==> config.mk <==
export PLATFORM = sky130hd
export DESIGN_NAME = uart_tx_param
export DESIGN_NICKNAME = d
export VERILOG_FILES = /design/src/rtl/uart_pkg.sv /design/src/rtl/uart_bit_timer.sv /design/src/rtl/uart_tx_param.sv
export SDC_FILE = /design/constraint.sdc
export NUM_CORES = 1
export LEC_CHECK = 0
export ABC_AREA = 1
export CAP_MARGIN = 10
export CORE_MARGIN = 8
export CORE_UTILIZATION = 41
export CTS_BUF_LIST = sky130_fd_sc_hd__clkbuf_8 sky130_fd_sc_hd__clkbuf_16
export CTS_CLUSTER_SIZE = 12
export DETAILED_ROUTE_END_ITERATION = 8
export PLACE_DENSITY_LB_ADDON = 0.2
export SYNTH_ARGS = -nofsm -noshare
export SYNTH_HDL_FRONTEND = slang
export SYNTH_SLANG_ARGS = --single-unit
==> constraint.sdc <==
create_clock -name i_Clock -period 1.5 [get_ports i_Clock]
set_input_delay 0.225 -clock i_Clock [delete_from_list [all_inputs] [get_ports i_Clock]]
set_output_delay 0.225 -clock i_Clock [all_outputs]
set_load 0.01 [all_outputs]
==> src/rtl/uart_pkg.sv <==
// Shared UART line constants and transmitter FSM state type.
// The PARITY state exists only when UART_TX_PARITY_EN is defined.
package uart_pkg;

  localparam logic IDLE_LEVEL  = 1'b1;
  localparam logic START_LEVEL = 1'b0;

  typedef enum logic [2:0] {
    IDLE,
    START,
    DATA,
`ifdef UART_TX_PARITY_EN
    PARITY,
`endif
    STOP
  } uart_state_t;

endpackage

==> src/rtl/uart_bit_timer.sv <==
// Bit-period counter; bit_end strobes on the last clock of each bit.
// Dropping run restarts the period from zero.
module uart_bit_timer #(
  parameter int CLKS_PER_BIT = 217
) (
  input  logic clk,
  input  logic rst_n,
  input  logic run,
  output logic bit_end
);

  localparam int W = $clog2(CLKS_PER_BIT);
  localparam logic [W-1:0] LAST = W'(CLKS_PER_BIT - 1);

  logic [W-1:0] cnt;

  always_ff @(posedge clk or negedge rst_n) begin
    if (!rst_n) begin
      cnt <= '0;
    end else if (!run || cnt == LAST) begin
      cnt <= '0;
    end else begin
      cnt <= cnt + 1'b1;
    end
  end

  assign bit_end = run && (cnt == LAST);

endmodule

==> src/rtl/uart_tx_param.sv <==
// Parameterised UART transmitter with a one-word holding buffer.
// Define UART_TX_PARITY_EN to add a parity bit after the data bits.
module uart_tx_param
  import uart_pkg::*;
#(
  parameter int CLKS_PER_BIT = 217,
  parameter int DATA_BITS    = 8,
  parameter int STOP_BITS    = 1,
  parameter int PARITY_ODD   = 0
) (
  input  logic                 i_Clock,
  input  logic                 i_Rst_L,
  input  logic                 i_TX_DV,
  input  logic [DATA_BITS-1:0] i_TX_Byte,
  output logic                 o_TX_Ready,
  output logic                 o_TX_Active,
  output logic                 o_TX_Serial,
  output logic                 o_TX_Done
);

  localparam int IW = $clog2(DATA_BITS);
  localparam logic [IW-1:0] LAST_IDX = IW'(DATA_BITS - 1);

  uart_state_t          state;
  logic [DATA_BITS-1:0] hold;
  logic [DATA_BITS-1:0] shift;
  logic                 full;
  logic [IW-1:0]        idx;
  logic                 stop_idx;
  logic                 run;
  logic                 bit_end;
  logic                 last_stop;
  logic                 start;
`ifdef UART_TX_PARITY_EN
  logic                 par;
`else
  // parity sense has no effect without the parity bit
  if (PARITY_ODD > 1) begin : g_parity_odd_unused
  end
`endif

  assign run       = (state != IDLE);
  assign last_stop = (STOP_BITS == 1) || stop_idx;
  // the buffer drains either from idle or straight out of the last stop bit
  assign start     = full && (state == IDLE ||
                     (state == STOP && bit_end && last_stop));

  uart_bit_timer #(
    .CLKS_PER_BIT(CLKS_PER_BIT)
  ) u_bit_timer (
    .clk    (i_Clock),
    .rst_n  (i_Rst_L),
    .run    (run),
    .bit_end(bit_end)
  );

  always_ff @(posedge i_Clock or negedge i_Rst_L) begin
    if (!i_Rst_L) begin
      state       <= IDLE;
      hold        <= '0;
      shift       <= '0;
      full        <= 1'b0;
      idx         <= '0;
      stop_idx    <= 1'b0;
      o_TX_Ready  <= 1'b1;
      o_TX_Active <= 1'b0;
      o_TX_Serial <= IDLE_LEVEL;
      o_TX_Done   <= 1'b0;
`ifdef UART_TX_PARITY_EN
      par         <= 1'b0;
`endif
    end else begin
      o_TX_Done <= 1'b0;
      if (i_TX_DV && o_TX_Ready) begin
        hold       <= i_TX_Byte;
        full       <= 1'b1;
        o_TX_Ready <= 1'b0;
      end
      unique case (state)
        IDLE: ;
        START: if (bit_end) begin
          state       <= DATA;
          o_TX_Serial <= shift[0];
          shift       <= shift >> 1;
          idx         <= '0;
        end
        DATA: if (bit_end) begin
          if (idx == LAST_IDX) begin
`ifdef UART_TX_PARITY_EN
            state       <= PARITY;
            o_TX_Serial <= par;
`else
            state       <= STOP;
            o_TX_Serial <= IDLE_LEVEL;
            stop_idx    <= 1'b0;
`endif
          end else begin
            idx         <= idx + 1'b1;
            o_TX_Serial <= shift[0];
            shift       <= shift >> 1;
          end
        end
`ifdef UART_TX_PARITY_EN
        PARITY: if (bit_end) begin
          state       <= STOP;
          o_TX_Serial <= IDLE_LEVEL;
          stop_idx    <= 1'b0;
        end
`endif
        STOP: if (bit_end) begin
          if (!last_stop) begin
            stop_idx <= 1'b1;
          end else begin
            o_TX_Done <= 1'b1;
            if (!full) begin
              state       <= IDLE;
              o_TX_Active <= 1'b0;
            end
          end
        end
        default: state <= IDLE;
      endcase
      if (start) begin
        state       <= START;
        o_TX_Serial <= START_LEVEL;
        shift       <= hold;
        full        <= 1'b0;
        o_TX_Ready  <= 1'b1;
        o_TX_Active <= 1'b1;
        idx         <= '0;
        stop_idx    <= 1'b0;
`ifdef UART_TX_PARITY_EN
        par         <= (^hold) ^ 1'(PARITY_ODD);
`endif
      end
    end
  end

endmodule

# --- Word level (Yosys, flattened, before mapping) ---
# Index checks and enable logic that the tools add are counted.
classes:
  add_sub_neg: 2
  eq_ne: 13
  n_mux: 33
  reduce_logical: 17
op_table:
  columns: ["cell", "count"]
  rows:
  - ["$mux W8", 5]
  - ["$mux W3", 10]
  - ["$ne A3 B3 Y1 const B", 6]
  - ["$pmux W8 S2", 1]
  - ["$mux W1", 14]
  - ["$pmux W3 S4", 1]
  - ["$add A8 B1 Y8 const B", 1]
  - ["$eq A8 B8 Y1 const B", 1]
  - ["$eq A3 B2 Y1 const B", 2]
  - ["$pmux W3 S2", 1]
  - ["$reduce_and A3 Y1", 2]
  - ["$reduce_and A6 Y1", 1]
  - ["$reduce_bool A2 Y1", 3]
  - ["$reduce_bool A3 Y1", 2]
  - ["$logic_and A1 B1 Y1", 4]
  - ["$reduce_and A4 Y1", 1]
  - ["$add A3 B1 Y3 const B", 1]
  - ["$eq A3 B1 Y1 const B", 1]
  - ["$eq A3 B3 Y1 const B", 1]
  - ["$logic_not A3 Y1", 1]
  - ["$logic_or A1 B1 Y1", 2]
  - ["$ne A2 B1 Y1 const B", 1]
  - ["$ne A2 B2 Y1 const B", 1]
  - ["$pmux W1 S2", 1]
  - ["$logic_not A1 Y1", 1]
word_totals:
  register_bits: 35
  input_bits: 11
  output_inout_bits: 4
  word_cells: 75

# --- Depth between registers and ports, before layout ---
# Gate-level depths: netlist of run 1.
logic_depth:
  word_depth: 7
  depth_mapped: 12
  depth_no_buf: 12

# --- Cells and area by module ---
# Synthesis of run 1 repeated with hierarchy kept, for this count alone.
hier_totals:
  hier_cells: 201
  area_unflattened_um2: 1731.7
by_module_without_submodules:
  columns: ["mod", "instances", "cells_per_inst", "area_each_um2", "seq_area_each_um2"]
  rows:
  - ["uart_tx_param", 1, 142, 1287.5, 653.1]
  - ["uart_bit_timer", 1, 59, 444.2, 200.2]

# --- Least setup slack after synthesis of run 1 ---
# OpenSTA, ideal clock, no wires.
synth_path:
  path_kind: "reg2reg"
  startpoint: "register state[0]"
  endpoint: "register idx[0]"
  setup_ns: 0.116
  arrival_time_ns: 1.471
  required_time_ns: 1.384
  slack_ns: -0.087
  path_stages_with_launch: 12
  period_less_slack_ns: 1.587
  cell_sequence: "dfrtp_1 -> inv_1 -> ha_1 -> nor2_1 -> nand3_4 -> nand2_8 -> nand2_8 -> nand2_4 -> nand2_4 -> buf_6 -> nand2_1 -> nand2_1"
synth_between:
  elab_chain_len: 7
  elab_cells_between_ends: 16
synth_lines:
  columns: ["element", "line", "text"]
  rows:
  - ["start: declaration", "uart_tx_param.sv:24", "uart_state_t state;"]
  - ["start signal: assignment", "uart_tx_param.sv:59", "state <= IDLE;"]
  - ["start signal: assignment", "uart_tx_param.sv:82", "state <= DATA;"]
  - ["start signal: assignment", "uart_tx_param.sv:93", "state <= STOP;"]
  - ["$reduce_bool A3 Y1", "uart_tx_param.sv:42", "assign run = (state != IDLE);"]
  - ["$logic_and A1 B1 Y1", "uart_bit_timer.sv:27", "assign bit_end = run && (cnt == LAST);"]
  - ["$logic_and A1 B1 Y1", "uart_tx_param.sv:46", "(state == STOP && bit_end && last_stop));"]
  - ["$logic_or A1 B1 Y1", "uart_tx_param.sv:45", "assign start = full && (state == IDLE ||"]
  - ["$logic_and A1 B1 Y1", "uart_tx_param.sv:45", null]
  - ["$ne A3 B3 Y1 (no line) / $reduce_bool A3 Y1 (equally long branches)", null, null]
  - ["$reduce_and A4 Y1 (no line)", null, null]
  - ["end signal: assignment", "uart_tx_param.sv:98", "idx <= idx + 1'b1;"]
  - ["end: declaration", "uart_tx_param.sv:28", "logic [IW-1:0] idx;"]
# Parallel ways exist; a longest one is shown, timed or not.
# A chain may end at the register's enable or synchronous reset.

# --- Worst setup path in the final report of run 1 ---
layout_path:
  startpoint: "register state[0]"
  endpoint: "register shift[1]"
layout_between:
  elab_chain_len: 7
  elab_cells_between_ends: 16
layout_lines:
  columns: ["element", "line", "text"]
  rows:
  - ["$reduce_bool A3 Y1", "uart_tx_param.sv:42", null]
  - ["$logic_and A1 B1 Y1", "uart_bit_timer.sv:27", null]
  - ["$logic_and A1 B1 Y1", "uart_tx_param.sv:46", null]
  - ["$logic_or A1 B1 Y1", "uart_tx_param.sv:45", null]
  - ["$logic_and A1 B1 Y1", "uart_tx_param.sv:45", null]
  - ["$ne A3 B3 Y1 (no line) / $reduce_bool A3 Y1 (equally long branches)", null, null]
  - ["$reduce_and A4 Y1 (no line)", null, null]
  - ["end signal: assignment", "uart_tx_param.sv:84", "shift <= shift >> 1;"]
  - ["end signal: assignment", "uart_tx_param.sv:100", "shift <= shift >> 1;"]
  - ["end signal: assignment", "uart_tx_param.sv:126", "shift <= hold;"]
  - ["end: declaration", "uart_tx_param.sv:26", "logic [DATA_BITS-1:0] shift;"]
# Parallel ways exist; a longest one is shown, timed or not.

==> results of run 1 <==
## worst max-delay path: cells and delay by family, from the launching register on
| kind | cells | cell delay, ns |
|---|---|---|
| buf+inv | 3 | 0.35 |
| flops | 1 | 0.43 |
| simple gates | 5 | 0.51 |
| fa+ha+maj | 1 | 0.18 |
## flip-flops by register name, indices dropped and copies added, names as in the netlist, 2 cells and up
name             flops
hold                 8
shift                8
u_bit_timer.cnt      8
idx                  3
state                2
## per-layer routing
metal / wire length, um / track usage / part of all wire / vias up
li1: - / - / - / 685
met1: 1570 / 0.145 / 0.44 / 647
met2: 1820 / 0.187 / 0.51 / 25
met3: 172 / 0.0375 / 0.048 / 2
met4: 14 / 0.0429 / 0.0039 / 0
met5: 0 / 0 / 0 / -
## metrics by stage
stage | hold slack (ns) | utilization
global route | 0.324 | 0.591
finish | 0.316 | 0.591
global placement | 0.464 | 0.513
CTS | 0.321 | 0.570
detailed placement | 0.462 | 0.513
floorplan | -0.0706 | -
## cell type report
| cell class | count | area, sq um | share of cell area |
|---|---|---|---|
| multi-input combinational | 135 | 948 | 0.398 |
| timing repair buffer | 36 | 335 | 0.141 |
| sequential | 34 | 853 | 0.358 |
| clock inverter | 2 | 8.76 | 0.00368 |
| inverter | 20 | 91.3 | 0.0383 |
| tap | 50 | 62.6 | 0.0263 |
| clock buffer | 6 | 82.6 | 0.0347 |
## cell usage in the layout (no fill, tap or decap), types with 5 or more instances in the layout
| cell | n |
|---|---|
| nand2_2 | 12 |
| mux2_2 | 8 |
| nand2_1 | 51 |
| nand2_4 | 6 |
| inv_2 | 5 |
| dfrtp_1 | 32 |
| clkbuf_8 | 6 |
| nor2_1 | 6 |
| inv_1 | 14 |
| clkdlybuf4s50_1 | 12 |
| nand3_1 | 12 |
| buf_4 | 18 |
## power by group through the flow
stage / logic (mW) / registers [mW] / clock network, mW
after floorplan: 0.0355 / 0.974 / 0
after global placement: 0.0778 / 0.985 / 0
after detailed placement: 0.0807 / 0.988 / 0
after CTS: 0.0806 / 0.972 / 0.700
after global routing: 0.0867 / 0.976 / 0.744
final: 0.0774 / 0.972 / 0.669
## path summary, 6_finish.rpt
check                                  from          end  cells past startpoint
worst max-delay path               state[0]     shift[1]                      9
worst min-delay path                i_Rst_L    o_TX_Done                      2
worst max register to register     state[0]     shift[1]                      9
worst min register to register  o_TX_Serial  o_TX_Serial                      2
max in group asynchronous           i_Rst_L   o_TX_Ready                      2
min in group i_Clock            o_TX_Serial  o_TX_Serial                      2
## cells by family (layout without fill, tap and decap cells)
kind of cell,Yosys count,in the layout,share of synthesized area
AO/OA/AOI/OAI,12,12,0.0384
multiplexers,8,8,0.0522
flip-flops,34,34,0.495
XOR/XNOR,1,1,0.00508
AND/OR/NAND/NOR,104,106,0.291
adder cells (fa/ha/maj),8,8,0.0580
buffers and inverters,23,64,0.0609
## what timing repair did
item,CTS,global route
resized for setup,29,23
pin swaps,17,15
cloned,2,0
endpoints found under the setup margin,17,21
setup buffers,4,1
==> reports/metrics.csv, run 1 <==
metric;value;unit
status;finished with violations;
violations;setup timing;
syn-cell-area;1730;sq um
ys_ff_latch;34;
core.rowCount;23;
powerDensity;721;nW/um^2
drt-initial-drc-count;67;
async_flop_share;1.00;
p_leak;1.15;nW
cts_root_buffer;clkbuf_8;
combinationalPowerShare;0.045;
grt_overflow;0;
postRouteAntennaNets;0;
max_freq;0.631;GHz
cts_buffers;5;
setup_slack;-0.0843;ns
yosys-top-cells-count;66 x nand2_1, 32 x dfrtp_1, 19 x inv_1;
pre_cts_ws;-0.157;ns
fin_worst_skew;0.00606;ns
grt_pass1_vias;1374;
yosysSeqAreaShare;0.495;
grt_pass1_wl;6.10;mm
initial_core_util;0.428;
ir_drop;0.464;mV
rsz0062_at_grt;yes;
dieHeight;80.9;um
max_slew.worst_pin.slew;0.508;ns
dieArea;6540;sq um
drc_errors;0;
cts_hold_buffers;0;
dr.pass1.iters;4;
synthTopCellsByArea;dfrtp_1 46%, nand2_1 14%, ha_1 5.8%;
fin_cells;283;
antenna_cells;0;
crit_path_cell_trace;inv_2 > ha_4 > clkinvlp_4 > nand3_2 > nand3_4 > nand2_8 > clkinv_8 > nand2_1 > nand2_1;
core_region_area;4030;sq um
seqPwrFrac;0.566;
min_period_over_period;1.06;
switching_power;0.359;mW
fp.dieW;80.9;um
finalInstanceArea;2380;sq um
area.growth.synth_to_final;38.1;%
drive_gt1_frac;0.369;
critical_path_class;reg2reg;
setup_violations;15;
path_clk_slew;0.06;ns
place.gp.congestion;0.851;
min-delay-path-class;in2async;
yosys.cell_count.top_type;nand2_1;
layout_min_cycle_time;1.58;ns
tritoncts;built;
crit_path_frequent_cell;nand2_1;
worst_ep_arrival_time;1.75;ns
numPortBuffers;14;
place_area;2070;sq um
maxCapViolCount;0;
synth_edf_count;0;
n_fill_cell;349;
clock_path_buffers;2;
place_inst;268;
r2r_setup_slack;-0.08;ns
intPower;1.36;mW
drt-total-wl;3.58;mm
yosysWarnings;0;
antenna_found_initial;0;
synth_area_leader_cell;dfrtp_1;
critical_path.max_stage_delay;0.43;ns
clk_latency;0.28;ns
track_usage;0.117;
io_pins;15;
grt_start_max_net_pins;35;
hold_violations;0;
crit_fanout;8;
htree_levels;2;
hpwlAfterDp;2.40;mm
netSwitchingFraction;0.209;
postSynthAreaPerCell;9.08;sq um
max-slew-margin-rel;0.661;
yosys_most_used_dff;dfrtp_1;
dr_total_vias;1359;
critPathLaunchType;register;
via_per_inst;4.80;
nets;251;
cts.sinks;34;
drv_slew;0;
syn-num-nets;209;
cp_slowest_cell;dfrtp_1;
fin_tns_setup;-0.774;ns
synth_cell_type_count;25;
power.total;1.72;mW
synth_top_area_share;0.464;
critPathCaptureType;register;
routedWlPerCell;12.7;um
synthCells;190;
worstPathRequired;1.67;ns
clockPowerShare;0.389;
(Power assumes the default switching activity.)
==> run 2, diff against run 1 <==
CTS_CLUSTER_SIZE = default   (was 12)
GPL_ROUTABILITY_DRIVEN = 0   (was default)
clock period = 1.35 ns   (was 1.5 ns; I/O delays follow)
==> run 2 against run 1 <==
Compared with the run above: the flow still finishes with violations (setup timing); sequential share of layout area decreased by 0.72 points; largest power group unchanged; worst setup slack got worse by 0.16 ns; core utilization increased by 1.2 points; via count increased by 3.1%; critical path depth increased by 3; final cell count increased by 3.5%; combinational power increased by 21%; clock power increased by 36%; sequential cell count unchanged.
==> reports/metrics.csv, run 2 (synthesis results as in run 1) <==
metric;value;unit;change
violations;setup timing;;
fin_worst_skew;0.00392;ns;-0.00214 ns
setup_slack;-0.239;ns;-0.155 ns
combinationalPowerShare;0.045;;about the same
track_usage;0.117;;-0.000257
crit_end;shift[1];;
r2r_setup_slack;-0.24;ns;-0.16 ns
seqPwrFrac;0.517;;-0.049
rr_worst_depth;12;;+3
max-slew-margin-rel;0.766;;+0.105
final_common_cell;nand2_1;;
path_clk_slew;0.07;ns;about the same
via_per_inst;4.78;;-0.43%
nets;261;;+4.0%
drc_errors;0;;unchanged
clk_latency;0.29;ns;about the same
grt_start_max_net_pins;35;;unchanged
clock_path_buffers;2;;unchanged
crit_fanout;7;;-1
finalInstanceArea;2430;sq um;+2.0%
core_region_area;4030;sq um;unchanged
io_pins;15;;unchanged
drt-initial-drc-count;89;;+33%
min-delay-path-class;in2async;;
worst_ep_arrival_time;1.76;ns;about the same
min_period_over_period;1.18;;+0.121
fp.dieW;80.9;um;unchanged
crit_start;u_bit_timer.cnt[1];;
holdWs;0.290;ns;-0.0266 ns
area.growth.synth_to_final;40.9;%;
dr_total_vias;1401;;+3.1%
p_leak;1.23;nW;+6.9%
max_freq;0.629;GHz;-0.32%
top_regs;hold (8), shift (8), u_bit_timer.cnt (8);;
cts_root_buffer;clkbuf_8;;
routedWlPerCell;12.7;um;about the same
dr.pass1.iters;4;;unchanged
layout_min_cycle_time;1.59;ns;+0.00506 ns
powerDensity;856;nW/um^2;+19%
r2r_end;shift[1];;
ir_drop;0.533;mV;+15%
drt-total-wl;3.71;mm;+3.5%
hpwlAfterDp;2.54;mm;+5.7%
critPathCaptureType;register;;
dieHeight;80.9;um;unchanged
n_fill_cell;314;;-10%
max_slew.worst_pin.slew;0.350;ns;-0.158 ns
initial_core_util;0.428;;unchanged
postRouteAntennaNets;0;;unchanged
grt_pass1_vias;1401;;+2.0%
place_area;2130;sq um;+2.9%
rsz0062_at_grt;yes;;
dieArea;6540;sq um;unchanged
netSwitchingFraction;0.206;;-0.00271
critical_path.max_stage_delay;0.38;ns;-0.05 ns
clockPowerShare;0.438;;+0.049
grt_pass1_wl;6.12;mm;+0.34%
fin_cells;293;;+3.5%
maxCapViolCount;0;;unchanged
antenna_found_initial;0;;unchanged
cts_hold_buffers;0;;unchanged
place_inst;275;;+2.6%
cts_buffers;5;;unchanged
critical_path_class;reg2reg;;
most-common-layout-cells;54 x nand2_1, 32 x dfrtp_1, 24 x buf_4;;
critPathLaunchType;register;;
htree_levels;2;;unchanged
antenna_cells;0;;unchanged
setup_violations;26;;+11
worstPathRequired;1.52;ns;-0.15 ns
drv_slew;0;;unchanged
numPortBuffers;14;;unchanged
hold_violations;0;;unchanged
cp_slowest_cell;dfrtp_1;;
fin_tns_setup;-4.50;ns;-3.72 ns
power.total;2.08;mW;+21%
tritoncts;built;;
status;finished with violations;;
cts.sinks;34;;unchanged
core.rowCount;23;;unchanged
r2r_start;u_bit_timer.cnt[1];;
switching_power;0.430;mW;+20%
grt_overflow;0;;unchanged
crit_path_cell_trace;inv_1 > ha_2 > nand2_2 > nor2_4 > nand3_4 > nand2_8 > nand2_8 > buf_12 > nand2_4 > nand2_2 > nand2_1 > nand2_1;;
drive_gt1_frac;0.362;;-0.00696
intPower;1.65;mW;+22%
-- run 2: cell types whose count changed in the layout (fill, tap and decap cells not counted), moves of 2 or more --
| cell | before | now |
|---|---|---|
| nand3_1 | 12 | 14 |
| buf_6 | 2 | 7 |
| nand2_4 | 6 | 3 |
| nand3_2 | 2 | 0 |
| inv_2 | 5 | 2 |
| nor3b_2 | 0 | 4 |
| buf_4 | 18 | 24 |
| inv_1 | 14 | 17 |
| ha_1 | 3 | 5 |
| nor3b_1 | 4 | 0 |
| clkdlybuf4s50_1 | 12 | 10 |
| nand2_1 | 51 | 54 |
-- run 2: worst min-delay path by stage --
stage / depth (start not counted) / end / slack, ns / startpoint
2_1_floorplan: 0 / full / -0.09 / i_Rst_L
3_3_place_gp: 2 / o_TX_Serial / 0.46 / o_TX_Serial
3_5_place_dp: 2 / o_TX_Serial / 0.46 / o_TX_Serial
4_1_cts: 2 / u_bit_timer.cnt[2] / 0.30 / i_Rst_L
5_1_grt: 2 / hold[5] / 0.31 / i_Rst_L
6_report: 2 / idx[1] / 0.29 / i_Rst_L
-- run 2: final cells by class --
cell class / count / area, sq um / share of cell area
multi-input cells: 134 / 888 / 0.365
flip-flops and latches: 34 / 853 / 0.351
repair buffers: 47 / 438 / 0.180
inverters: 20 / 80.1 / 0.0329
clock buffers: 5 / 68.8 / 0.0283
well taps: 50 / 62.6 / 0.0257
clock inverters: 3 / 40.0 / 0.0165
-- run 2: power by group through the flow --
stage	Clock [mW]	Sequential (mW)	Combinational [mW]
after floorplan	0	1.08	0.0395
after global placement	0	1.09	0.0921
after detailed placement	0	1.09	0.0957
after CTS	0.928	1.08	0.0961
after global routing	0.982	1.08	0.105
final	0.912	1.08	0.0934
-- run 2: layer usage --
metal  vias up  GRT usage  part of all wire
met1       672      0.144              0.44
met2        20      0.187              0.50
met3         6     0.0375             0.043
li1        703          -                 -
met5         -          0                 0
met4         0     0.0429             0.014
-- run 2: metrics by stage --
stage | utilization | setup WS [ns]
CTS | 0.586 | -0.219
finish | 0.603 | -0.239
detailed placement | 0.528 | -0.269
global placement | 0.528 | -0.194
floorplan | - | -0.161
global route | 0.603 | -0.349
-- run 2: worst max-delay path, delay by kind of cell, from the launching register on --
| family | cells | cell delay, ns |
|---|---|---|
| buffers and inverters | 2 | 0.22 |
| flip-flops | 1 | 0.38 |
| adder cells (fa/ha/maj) | 1 | 0.18 |
| AND/OR/NAND/NOR | 9 | 0.70 |
-- run 2: timing repair --
action | CTS | global route
gates resized for setup | 18 | 20
gates cloned | 1 | 0
setup buffers | 7 | 3
pin swaps | 9 | 7
setup endpoints to repair | 27 | 27
==> run 3, diff against run 2 <==
CORE_UTILIZATION = 53   (was 41)
CTS_BUF_LIST = sky130_fd_sc_hd__clkbuf_2   (was sky130_fd_sc_hd__clkbuf_8 sky130_fd_sc_hd__clkbuf_16)
==> run 3 against run 2 <==
Compared with the run above: the run still ends with setup timing left; fmax rose by 1.2%; via count decreased by 1.1%; combinational power grew 2%; critical endpoint is now shift[3].
==> reports/metrics.csv, run 3 (synthesis results as in run 1) <==
metric;value;unit;change
grt_start_max_net_pins;35;;unchanged
crit_path_frequent_cell;nand2_1;;
most-common-layout-cells;57 x nand2_1, 32 x dfrtp_1, 25 x buf_4;;
drv_slew;0;;unchanged
clock_path_buffers;2;;unchanged
crit_fanout;8;;+1
critPathCaptureType;register;;
worstPathRequired;1.64;ns;+0.12 ns
drt-initial-drc-count;62;;-30%
critical_path.max_stage_delay;0.41;ns;+0.03 ns
cp_top_family;simple AND/OR/NAND/NOR gates;;
critical_path_class;reg2reg;;
ir_drop;0.678;mV;+27%
setup_violations;25;;-3.8%
drc_errors;0;;unchanged
initial_core_util;0.561;;+0.132
top_regs;hold (8), shift (8), u_bit_timer.cnt (8);;
via_per_inst;4.88;;+2.1%
max-slew-margin-rel;0.767;;+0.00122
dr_total_vias;1386;;-1.1%
max_freq;0.637;GHz;+1.2%
path_clk_slew;0.18;ns;+0.11 ns
worst_ep_arrival_time;1.86;ns;+0.10 ns
critPathLaunchType;register;;
cts_buffers;5;;unchanged
antenna_cells;0;;unchanged
top_layer_used;met4;;
antenna_found_initial;0;;unchanged
grt_pass1_wl;6.09;mm;-0.46%
grt_overflow;0;;unchanged
n_fill_cell;229;;-27%
dr.pass1.iters;4;;unchanged
status;finished with violations;;
met1_length;1.53;mm;-7.3%
setup_slack;-0.220;ns;+0.0189 ns
rsz0062_at_grt;yes;;
fp.dieW;73.1;um;-9.7%
violations;setup timing;;
layout_min_cycle_time;1.57;ns;-0.0189 ns
nets;258;;-1.1%
min-delay-path-class;in2async;;
tritoncts;built;;
drt-total-wl;3.55;mm;-4.3%
numPortBuffers;14;;unchanged
area.growth.synth_to_final;34.2;%;
grt_pass1_vias;1445;;+3.1%
dieHeight;73.1;um;-9.7%
worst-path-buf-inv;2;;unchanged
htree_levels;2;;unchanged
rr_worst_depth;12;;unchanged
core.rowCount;20;;-13%
max_slew.worst_pin.slew;0.348;ns;-0.00183 ns
drive_gt1_frac;0.367;;+0.00453
track_usage;0.146;;+0.0292
cp_slowest_cell;dfrtp_1;;
io_pins;15;;unchanged
place_inst;267;;-2.9%
wl_met2;1.76;mm;-4.5%
core_region_area;3080;sq um;-24%
postRouteAntennaNets;0;;unchanged
fin_tns_setup;-3.43;ns;+1.07 ns
min_period_over_period;1.16;;-0.0140
wl_met3;168;um;+5.0%
powerDensity;705;nW/um^2;-18%
p_leak;1.16;nW;-5.1%
cts.sinks;34;;unchanged
cts_root_buffer;clkbuf_2;;
final_common_cell;nand2_1;;
dieArea;5340;sq um;-18%
clk_latency;0.38;ns;+0.09 ns
crit_path_cell_trace;inv_1 > ha_2 > nand2_2 > nor2_4 > nand3_4 > nand2_8 > nand2_8 > buf_12 > nand2_2 > nand2_1 > nand2_1 > nand2_1;;
path_depth;12;;unchanged
hpwlAfterDp;2.50;mm;-1.6%
fin_worst_skew;0.0188;ns;+0.0149 ns
holdWs;0.164;ns;-0.125 ns
routedWlPerCell;12.5;um;-1.3%
fin_cells;284;;-3.1%
maxCapViolCount;0;;unchanged
hold_violations;0;;unchanged
[run 3: changes by cell type in the layout (fill, tap and decap cells not counted), sizes merged]
cell and change:
clkinvlp +1, bufinv -1, dlymetal6s2s -1, dlygate4sd2 -1, buf -1
[run 3: power by group]
group / switching (mW) / total [mW] / internal [mW] / leakage, nW
Clock: 0.343 / 0.461 / 0.118 / 0.0264
Combinational: 0.0382 / 0.0949 / 0.0567 / 0.708
Sequential: 0.0222 / 1.07 / 1.05 / 0.429
Total: 0.403 / 1.63 / 1.23 / 1.16
[run 3: worst reg2reg max path, delay by kind of cell (launching register included)]
family / cells / cell delay, ns
and+or+nand+nor: 9 / 0.68
DFF: 1 / 0.41
buffers and inverters: 2 / 0.22
adders and majority gates: 1 / 0.17
[run 3: path summary, 6_finish.rpt]
path,slack (ns),endpoint,from
max,-0.22,shift[3],u_bit_timer.cnt[1]
min,0.16,u_bit_timer.cnt[3],i_Rst_L
max reg2reg,-0.22,shift[3],u_bit_timer.cnt[1]
min reg2reg,0.48,o_TX_Serial,o_TX_Serial
max in group asynchronous,0.94,o_TX_Serial,i_Rst_L
min in group i_Clock,0.36,o_TX_Ready,i_TX_DV
[run 3: metrics by stage]
| stage | area, sq um | power (mW) | worst slack [ns] | utilization |
|---|---|---|---|---|
| 3_5_place_dp | 2100 | 1.19 | -0.268 | 0.683 |
| 6_report | 2310 | 1.63 | -0.220 | 0.752 |
| 4_1_cts | 2220 | 1.65 | -0.210 | 0.722 |
| 3_3_place_gp | 2100 | 1.18 | -0.176 | 0.683 |
| 5_1_grt | 2310 | 1.70 | -0.333 | 0.752 |
| 2_1_floorplan | 1750 | 1.12 | -0.161 | - |
[run 3: what timing repair did]
action / 4_1_cts / 5_1_grt
gates resized for setup: 29 / 12
setup endpoints to repair: 28 / 25
pin swaps: 1 / 11
hold buffers: 0 / 0
buffers inserted: 3 / 5
cloned: 0 / 1
[run 3: layout make-up]
class / instances / area, sq um / share of cell area
Multi-Input combinational cell: 134 / 893 / 0.386
Timing Repair Buffer: 44 / 389 / 0.168
Clock inverter: 3 / 16.3 / 0.00703
Clock buffer: 5 / 25.0 / 0.0108
Tap cell: 44 / 55.1 / 0.0238
Sequential cell: 34 / 853 / 0.369
Inverter: 20 / 82.6 / 0.0357
[run 3: routing by layer]
metal  up-vias  GRT usage
li1        698          -
met1       642      0.168
met2        37      0.242
met3         9     0.0357
met4         0     0.0800
met5         -          0
